--- src/rtl/dispense_sequencer_if.sv ---
// Command/status bundle between the dispense controller and the dispense sequencer.
// The controller drives start/recipe_id/abort; the sequencer drives motor and status outputs.
interface dispense_sequencer_if;
    logic       start;
    logic [3:0] recipe_id;
    logic       abort;
    logic [2:0] motor_en;
    logic       motor_dir;
    logic [1:0] channel;
    logic       busy;
    logic       done;
    logic       err;

    modport master (
        output start,
        output recipe_id,
        output abort,
        input  motor_en,
        input  motor_dir,
        input  channel,
        input  busy,
        input  done,
        input  err
    );

    modport slave (
        input  start,
        input  recipe_id,
        input  abort,
        output motor_en,
        output motor_dir,
        output channel,
        output busy,
        output done,
        output err
    );
endinterface

--- src/rtl/dispense_sequencer.sv ---
// Recipe-driven lower/hold/raise sequencer for the red, yellow and blue dispense channels.
// All outputs are registered; phase lengths are counted in prescaled motion ticks.
module dispense_sequencer #(
    parameter int unsigned TICK_DIV   = 4,
    parameter int unsigned DEPTH_UNIT = 5,
    parameter int unsigned STAY_UNIT  = 5
) (
    input  logic                 clk,
    input  logic                 rst,
    dispense_sequencer_if.slave  bus
);

    if (3 * DEPTH_UNIT > 255 || 3 * STAY_UNIT > 255 || TICK_DIV < 2) begin : g_bad_param
        $error("dispense_sequencer: TICK_DIV, DEPTH_UNIT or STAY_UNIT out of range");
    end

    localparam int unsigned PW = $clog2(TICK_DIV);
    localparam logic [PW-1:0] PRESC_MAX = PW'(TICK_DIV - 1);

    typedef enum logic [2:0] {StIdle, StDown, StHold, StUp, StDone} state_e;

    state_e        state_q, state_d;
    logic [PW-1:0] presc_q, presc_d;
    logic [7:0]    phase_q, phase_d;
    logic [1:0]    chan_q, chan_d;
    logic [5:0]    lvl_q, lvl_d;
    logic [2:0]    en_q, en_d;
    logic          dir_q, dir_d;
    logic          busy_q, busy_d;
    logic          done_q, done_d;
    logic          err_q, err_d;

    logic          running;
    logic          tick;
    logic          phase_end;
    logic [5:0]    new_lvl;
    logic [1:0]    cur_lvl;
    logic [1:0]    next_lvl;

    // Levels packed as {blue, yellow, red}, two bits each.
    function automatic logic [5:0] level_lookup(input logic [3:0] id);
        logic [5:0] lv;
        case (id)
            4'd0:    lv = {2'd1, 2'd1, 2'd1};
            4'd1:    lv = {2'd1, 2'd1, 2'd2};
            4'd2:    lv = {2'd1, 2'd2, 2'd1};
            4'd3:    lv = {2'd2, 2'd1, 2'd1};
            4'd4:    lv = {2'd1, 2'd2, 2'd2};
            4'd5:    lv = {2'd2, 2'd2, 2'd1};
            4'd6:    lv = {2'd2, 2'd1, 2'd2};
            4'd7:    lv = {2'd1, 2'd2, 2'd3};
            4'd8:    lv = {2'd2, 2'd1, 2'd3};
            4'd9:    lv = {2'd1, 2'd3, 2'd2};
            4'd10:   lv = {2'd2, 2'd3, 2'd1};
            4'd11:   lv = {2'd3, 2'd1, 2'd2};
            default: lv = 6'd0;
        endcase
        return lv;
    endfunction

    function automatic logic [1:0] chan_level(input logic [5:0] lv, input logic [1:0] ch);
        logic [1:0] l;
        case (ch)
            2'd1:    l = lv[3:2];
            2'd2:    l = lv[5:4];
            default: l = lv[1:0];
        endcase
        return l;
    endfunction

    function automatic logic [7:0] scale(input logic [1:0] lvl, input int unsigned unit);
        return 8'(lvl) * 8'(unit);
    endfunction

    assign running   = (state_q == StDown) || (state_q == StHold) || (state_q == StUp);
    assign tick      = running && (presc_q == PRESC_MAX);
    assign phase_end = tick && (phase_q == 8'd1);
    assign new_lvl   = level_lookup(bus.recipe_id);
    assign cur_lvl   = chan_level(lvl_q, chan_q);
    assign next_lvl  = chan_level(lvl_q, chan_q + 2'd1);

    always_comb begin
        state_d = state_q;
        presc_d = running ? (tick ? '0 : presc_q + PW'(1)) : '0;
        phase_d = tick ? phase_q - 8'd1 : phase_q;
        chan_d  = chan_q;
        lvl_d   = lvl_q;
        err_d   = 1'b0;

        unique case (state_q)
            StIdle: begin
                if (bus.start && !bus.abort) begin
                    if (bus.recipe_id <= 4'd11) begin
                        lvl_d   = new_lvl;
                        chan_d  = 2'd0;
                        presc_d = '0;
                        phase_d = scale(new_lvl[1:0], DEPTH_UNIT);
                        state_d = StDown;
                    end else begin
                        err_d = 1'b1;
                    end
                end
            end
            StDown: begin
                if (phase_end) begin
                    phase_d = scale(cur_lvl, STAY_UNIT);
                    state_d = StHold;
                end
            end
            StHold: begin
                if (phase_end) begin
                    phase_d = scale(cur_lvl, DEPTH_UNIT);
                    state_d = StUp;
                end
            end
            StUp: begin
                if (phase_end) begin
                    if (chan_q == 2'd2) begin
                        chan_d  = 2'd0;
                        phase_d = 8'd0;
                        state_d = StDone;
                    end else begin
                        // Next channel starts lowering on the same edge, no idle gap.
                        chan_d  = chan_q + 2'd1;
                        phase_d = scale(next_lvl, DEPTH_UNIT);
                        state_d = StDown;
                    end
                end
            end
            StDone: begin
                state_d = StIdle;
            end
            default: begin
                state_d = StIdle;
            end
        endcase

        if (bus.abort && running) begin
            state_d = StIdle;
            chan_d  = 2'd0;
            presc_d = '0;
            phase_d = 8'd0;
        end

        // Outputs are a registered function of the next state.
        en_d   = ((state_d == StDown) || (state_d == StUp)) ? (3'b001 << chan_d) : 3'b000;
        dir_d  = (state_d == StDown) || (state_d == StHold);
        busy_d = (state_d == StDown) || (state_d == StHold) || (state_d == StUp);
        done_d = (state_d == StDone);
    end

    always_ff @(posedge clk) begin
        if (rst) begin
            state_q <= StIdle;
            presc_q <= '0;
            phase_q <= 8'd0;
            chan_q  <= 2'd0;
            lvl_q   <= 6'd0;
            en_q    <= 3'b000;
            dir_q   <= 1'b0;
            busy_q  <= 1'b0;
            done_q  <= 1'b0;
            err_q   <= 1'b0;
        end else begin
            state_q <= state_d;
            presc_q <= presc_d;
            phase_q <= phase_d;
            chan_q  <= chan_d;
            lvl_q   <= lvl_d;
            en_q    <= en_d;
            dir_q   <= dir_d;
            busy_q  <= busy_d;
            done_q  <= done_d;
            err_q   <= err_d;
        end
    end

    assign bus.motor_en  = en_q;
    assign bus.motor_dir = dir_q;
    assign bus.channel   = chan_q;
    assign bus.busy      = busy_q;
    assign bus.done      = done_q;
    assign bus.err       = err_q;

endmodule

--- src/flat_wrapper.sv ---
// flat-port wrapper written by rule: the top's interface ports become plain ports
module dispense_sequencer_flat 
#(
    parameter int unsigned TICK_DIV   = 4,
    parameter int unsigned DEPTH_UNIT = 5,
    parameter int unsigned STAY_UNIT  = 5
)
  (clk, rst, bus_start, bus_recipe_id, bus_abort, bus_motor_en, bus_motor_dir, bus_channel, bus_busy, bus_done, bus_err);
  dispense_sequencer_if bus_i ();
  input  logic clk;
  input  logic rst;
  input wire logic [$bits(bus_i.start)-1:0] bus_start;
  input wire logic [$bits(bus_i.recipe_id)-1:0] bus_recipe_id;
  input wire logic [$bits(bus_i.abort)-1:0] bus_abort;
  output wire logic [$bits(bus_i.motor_en)-1:0] bus_motor_en;
  output wire logic [$bits(bus_i.motor_dir)-1:0] bus_motor_dir;
  output wire logic [$bits(bus_i.channel)-1:0] bus_channel;
  output wire logic [$bits(bus_i.busy)-1:0] bus_busy;
  output wire logic [$bits(bus_i.done)-1:0] bus_done;
  output wire logic [$bits(bus_i.err)-1:0] bus_err;
  assign bus_i.start = bus_start;
  assign bus_i.recipe_id = bus_recipe_id;
  assign bus_i.abort = bus_abort;
  assign bus_motor_en = bus_i.motor_en;
  assign bus_motor_dir = bus_i.motor_dir;
  assign bus_channel = bus_i.channel;
  assign bus_busy = bus_i.busy;
  assign bus_done = bus_i.done;
  assign bus_err = bus_i.err;
  dispense_sequencer #(.TICK_DIV(TICK_DIV), .DEPTH_UNIT(DEPTH_UNIT), .STAY_UNIT(STAY_UNIT)) u_core (.clk(clk), .rst(rst), .bus(bus_i));
endmodule
--- config.mk ---
export PLATFORM = sky130hd
export DESIGN_NAME = dispense_sequencer_flat
export DESIGN_NICKNAME = d
export VERILOG_FILES = /design/src/rtl/dispense_sequencer_if.sv /design/src/rtl/dispense_sequencer.sv /design/src/flat_wrapper.sv
export SDC_FILE = /design/constraint.sdc
export NUM_CORES = 1
export LEC_CHECK = 0
export CORE_ASPECT_RATIO = 2
export CORE_MARGIN = 2
export CORE_UTILIZATION = 56
export DETAILED_ROUTE_END_ITERATION = 16
export PLACE_DENSITY = 0.91
export RECOVER_POWER = 50
export SLEW_MARGIN = 20
export SYNTH_ARGS = -nofsm -noshare
export SYNTH_HDL_FRONTEND = slang
export SYNTH_SLANG_ARGS = --single-unit
--- constraint.sdc ---
create_clock -name clk -period 2.5 [get_ports clk]
set_clock_uncertainty 0.05 [all_clocks]
set_input_delay 0.75 -clock clk [delete_from_list [all_inputs] [get_ports clk]]
set_output_delay 0.75 -clock clk [all_outputs]
set_load 0.01 [all_outputs]
==> results.toml <==
[status]
status = "finished clean"

[critical_path]
start_kind = "input port"
cp.depth = 7
required_ns = 2.66
slowest_delay_ns = 0.48
path_cells = "clkdlybuf4s50_1 -> ha_1 -> nor3b_1 -> nor4_1 -> buf_4 -> o211ai_1 -> o21ai_0"
r2r_cells = 5
critPathMaxFanout = 4
rr_startpoint = "u_core.state_q[1]"
cp_top_family = "buffers and inverters"
crit_type = "in -> reg"
crit_end = "u_core.phase_q[0]"
ff2ff_setup_slack_ns = 0.37
end_kind = "flip-flop"
critPathBufInv = 2
slowest_stage = "clkdlybuf4s50_1"
worstPathArrival_ns = 2.44
crit_start = "bus_recipe_id[0]"
timing.rr.end = "u_core.phase_q[0]"

[global_routing]
overflow = 0
grt_start_max_net_pins = 17
grt_pass1_wl_um = 7040
antenna_found_initial = 0
grt_use_total_pct = 26.1
first_global_vias = 1721

[sta]
fin_crit_sh_pct = 91.0
setup_tns_ns = 0
fmax_mhz = 440
slew-limit-headroom_pct = 66.4
period_minus_slack_ns = 2.28
rsz0062_at_grt = "no"
drv_slew = 0
setup_viol = 0
max_slew.worst_pin.slew_ns = 0.499
hold_viol = 0

[clock_network]
clockBufferDepth = 2
insertion_delay_ns = 0.28
clk_pin_slew_worst_paths_ns = 0.09
htreeDepth = 1
ctsResizeCount = 0
clock_sinks = 28
cts_root_buffer = "clkbuf_8"
post_cts.repair.setup_buffers = 0
cts_inserted_buffers = 3
cts_hold_buf = 0
cts_tree = "done"

[yosys]
ys.flop_type = "dfxtp_1"
netlist_area_um2 = 1710
syn_inst = 205
syn_nets = 223
ys_types = 52
yosys_warnings = 0
yosys.area.top_type = "dfxtp_1"
synthTopCellsByArea = "dfxtp_1 (33%), ha_1 (7.3%), nor2_1 (4.4%)"
synth-edff-count = 0
synth_top_cell_area_share_pct = 32.7
ys_ff_latch = 28
ys_seq_area_share_pct = 32.7
syn_area_per_cell_um2 = 8.36
async_flop_share_pct = 0

[routing]
routed_wl_um = 4240
dr.pass1.iters = 5
first_iter_violations = 62
via_per_inst = 6.43
num_vias = 1685
drc = 0
antenna_left = 0
wl_per_cell_um = 16.2

[final_layout]
final_nets = 251
drive_gt1_share_pct = 11.2
fillers = 231
final_area_um2 = 2020
diodes = 0
final_cells = 262
area_delta_synth_final_pct = 18.1
final_util_pct = 68.8

[die]
coreArea_um2 = 2940
num_rows = 28
ios = 17
fp.dieH_um = 82.2
die_w_um = 43.1
initial_utilization_pct = 58.2
die_area_um2 = 3550

[job]
drv_cap = 0

[pwr]
power.density_nw_per_um2 = 487
peakVddDrop_v = 0.000433
p_leak_nw = 0.834

[placement]
placed_cell_area_um2 = 1970
dp.cells = 258
place_congestion = 0.919
io_buffers = 16
dp_hpwl_um = 3280

[min_path]
hold_class = "reg -> reg"
## report_power, final
part	leakage (nW)	internal, W	switching (W)
sequential	0.227	0.000460	0.0000119
combinational	0.571	0.0000721	0.0000794
clock	0.0357	0.000215	0.000148
total	0.834	0.000746	0.000240
## cell usage after synthesis, drive strengths merged (5+ instances only)
library cell / count
nand2: 12
xnor2: 5
buf: 5
o21ai: 10
nor3: 12
ha: 10
nor4: 7
a21oi: 11
dfxtp: 28
nand2b: 5
inv: 15
nor2: 20
xor2: 5
## registers in the layout, summed over array words and instances, names as in the netlist
register and flops:
u_core.lvl_q 6, u_core.bus.motor_en 3, u_core.state_q 3, u_core.bus.done 1, u_core.bus.motor_dir 1, u_core.bus.busy 1, u_core.phase_q 8, u_core.presc_q 2
u_core.bus.channel 2, u_core.bus.err 1
## metal layers
| metal | GRT usage, % | share of wire [%] | vias up |
|---|---|---|---|
| li1 | - | - | 810 |
| met1 | 24.1 | 37 | 798 |
| met2 | 48.7 | 55 | 53 |
| met3 | 4.57 | 2.6 | 24 |
| met4 | 19.4 | 5.3 | 0 |
| met5 | 0 | 0 | - |
## logic make-up after synthesis
| kind of cell | count (synthesis) | synth area share, % |
|---|---|---|
| AOI/OAI and AO/OA | 54 | 22.9 |
| xor gates and xnor gates | 10 | 5.11 |
| buffers and inverters | 24 | 6.71 |
| and+or+nand+nor | 77 | 24.0 |
| DFF | 28 | 32.7 |
| muxes | 2 | 1.24 |
| adders and majority gates | 10 | 7.30 |
## worst reg2reg max path, stage by stage, from the launching register on
cell and delay, ns:
dfxtp_1 0.60, o21ba_1 0.24, nand4b_1 0.26, o311a_1 0.40, nor4_1 0.30, o21ai_0 0.15
## metrics by stage
| step | total power [W] | setup slack (ns) | hold slack, ns |
|---|---|---|---|
| final | 0.000986 | 0.225 | 0.389 |
| after CTS | 0.000987 | 0.240 | 0.395 |
| after global routing | 0.00102 | 0.129 | 0.412 |
| after detailed placement | 0.000634 | -0.0179 | 0.381 |
| after floorplan | 0.000573 | 0.437 | 0.354 |
| after global placement | 0.000630 | 0.0661 | 0.361 |
## worst min-delay path by stage
stage	from	endpoint	slack, ns	cells past startpoint
2_1_floorplan	u_core.presc_q[0]	u_core.presc_q[0]	0.35	1
4_1_cts	u_core.presc_q[0]	u_core.presc_q[0]	0.39	1
6_report	u_core.presc_q[0]	u_core.presc_q[0]	0.39	1
5_1_grt	u_core.presc_q[0]	u_core.presc_q[0]	0.41	1
3_5_place_dp	u_core.presc_q[0]	u_core.presc_q[0]	0.38	1
3_3_place_gp	u_core.presc_q[0]	u_core.presc_q[0]	0.36	1
## cell usage in the layout, fill, tap and decap left out, types with 3 or more instances in the layout
cell	n
inv_1	15
a32oi_1	3
nor2_1	20
nand2_1	12
nand2b_1	5
a32o_1	3
dfxtp_1	28
xor2_1	5
a31oi_1	3
clkbuf_8	3
buf_4	13
o2111ai_1	3
nor3b_1	3
dlygate4sd3_1	10
nor4_1	7
xnor2_1	5
nor3_1	11
nand3_1	3
ha_1	10
clkdlybuf4s50_1	6
o21ai_0	10
a21oi_1	11
## layout make-up
type                       instances  area [um2]  share of cell area [%]
inverter                          15        56.3                    2.78
tap                               30        37.5                    1.85
clock inverter                     1        30.0                    1.48
multi-input combinational        153        1030                    50.7
sequential                        28         561                    27.7
timing repair buffer              32         273                    13.5
clock buffer                       3        41.3                    2.04
Note: power is estimated with default switching activity, not from simulation.
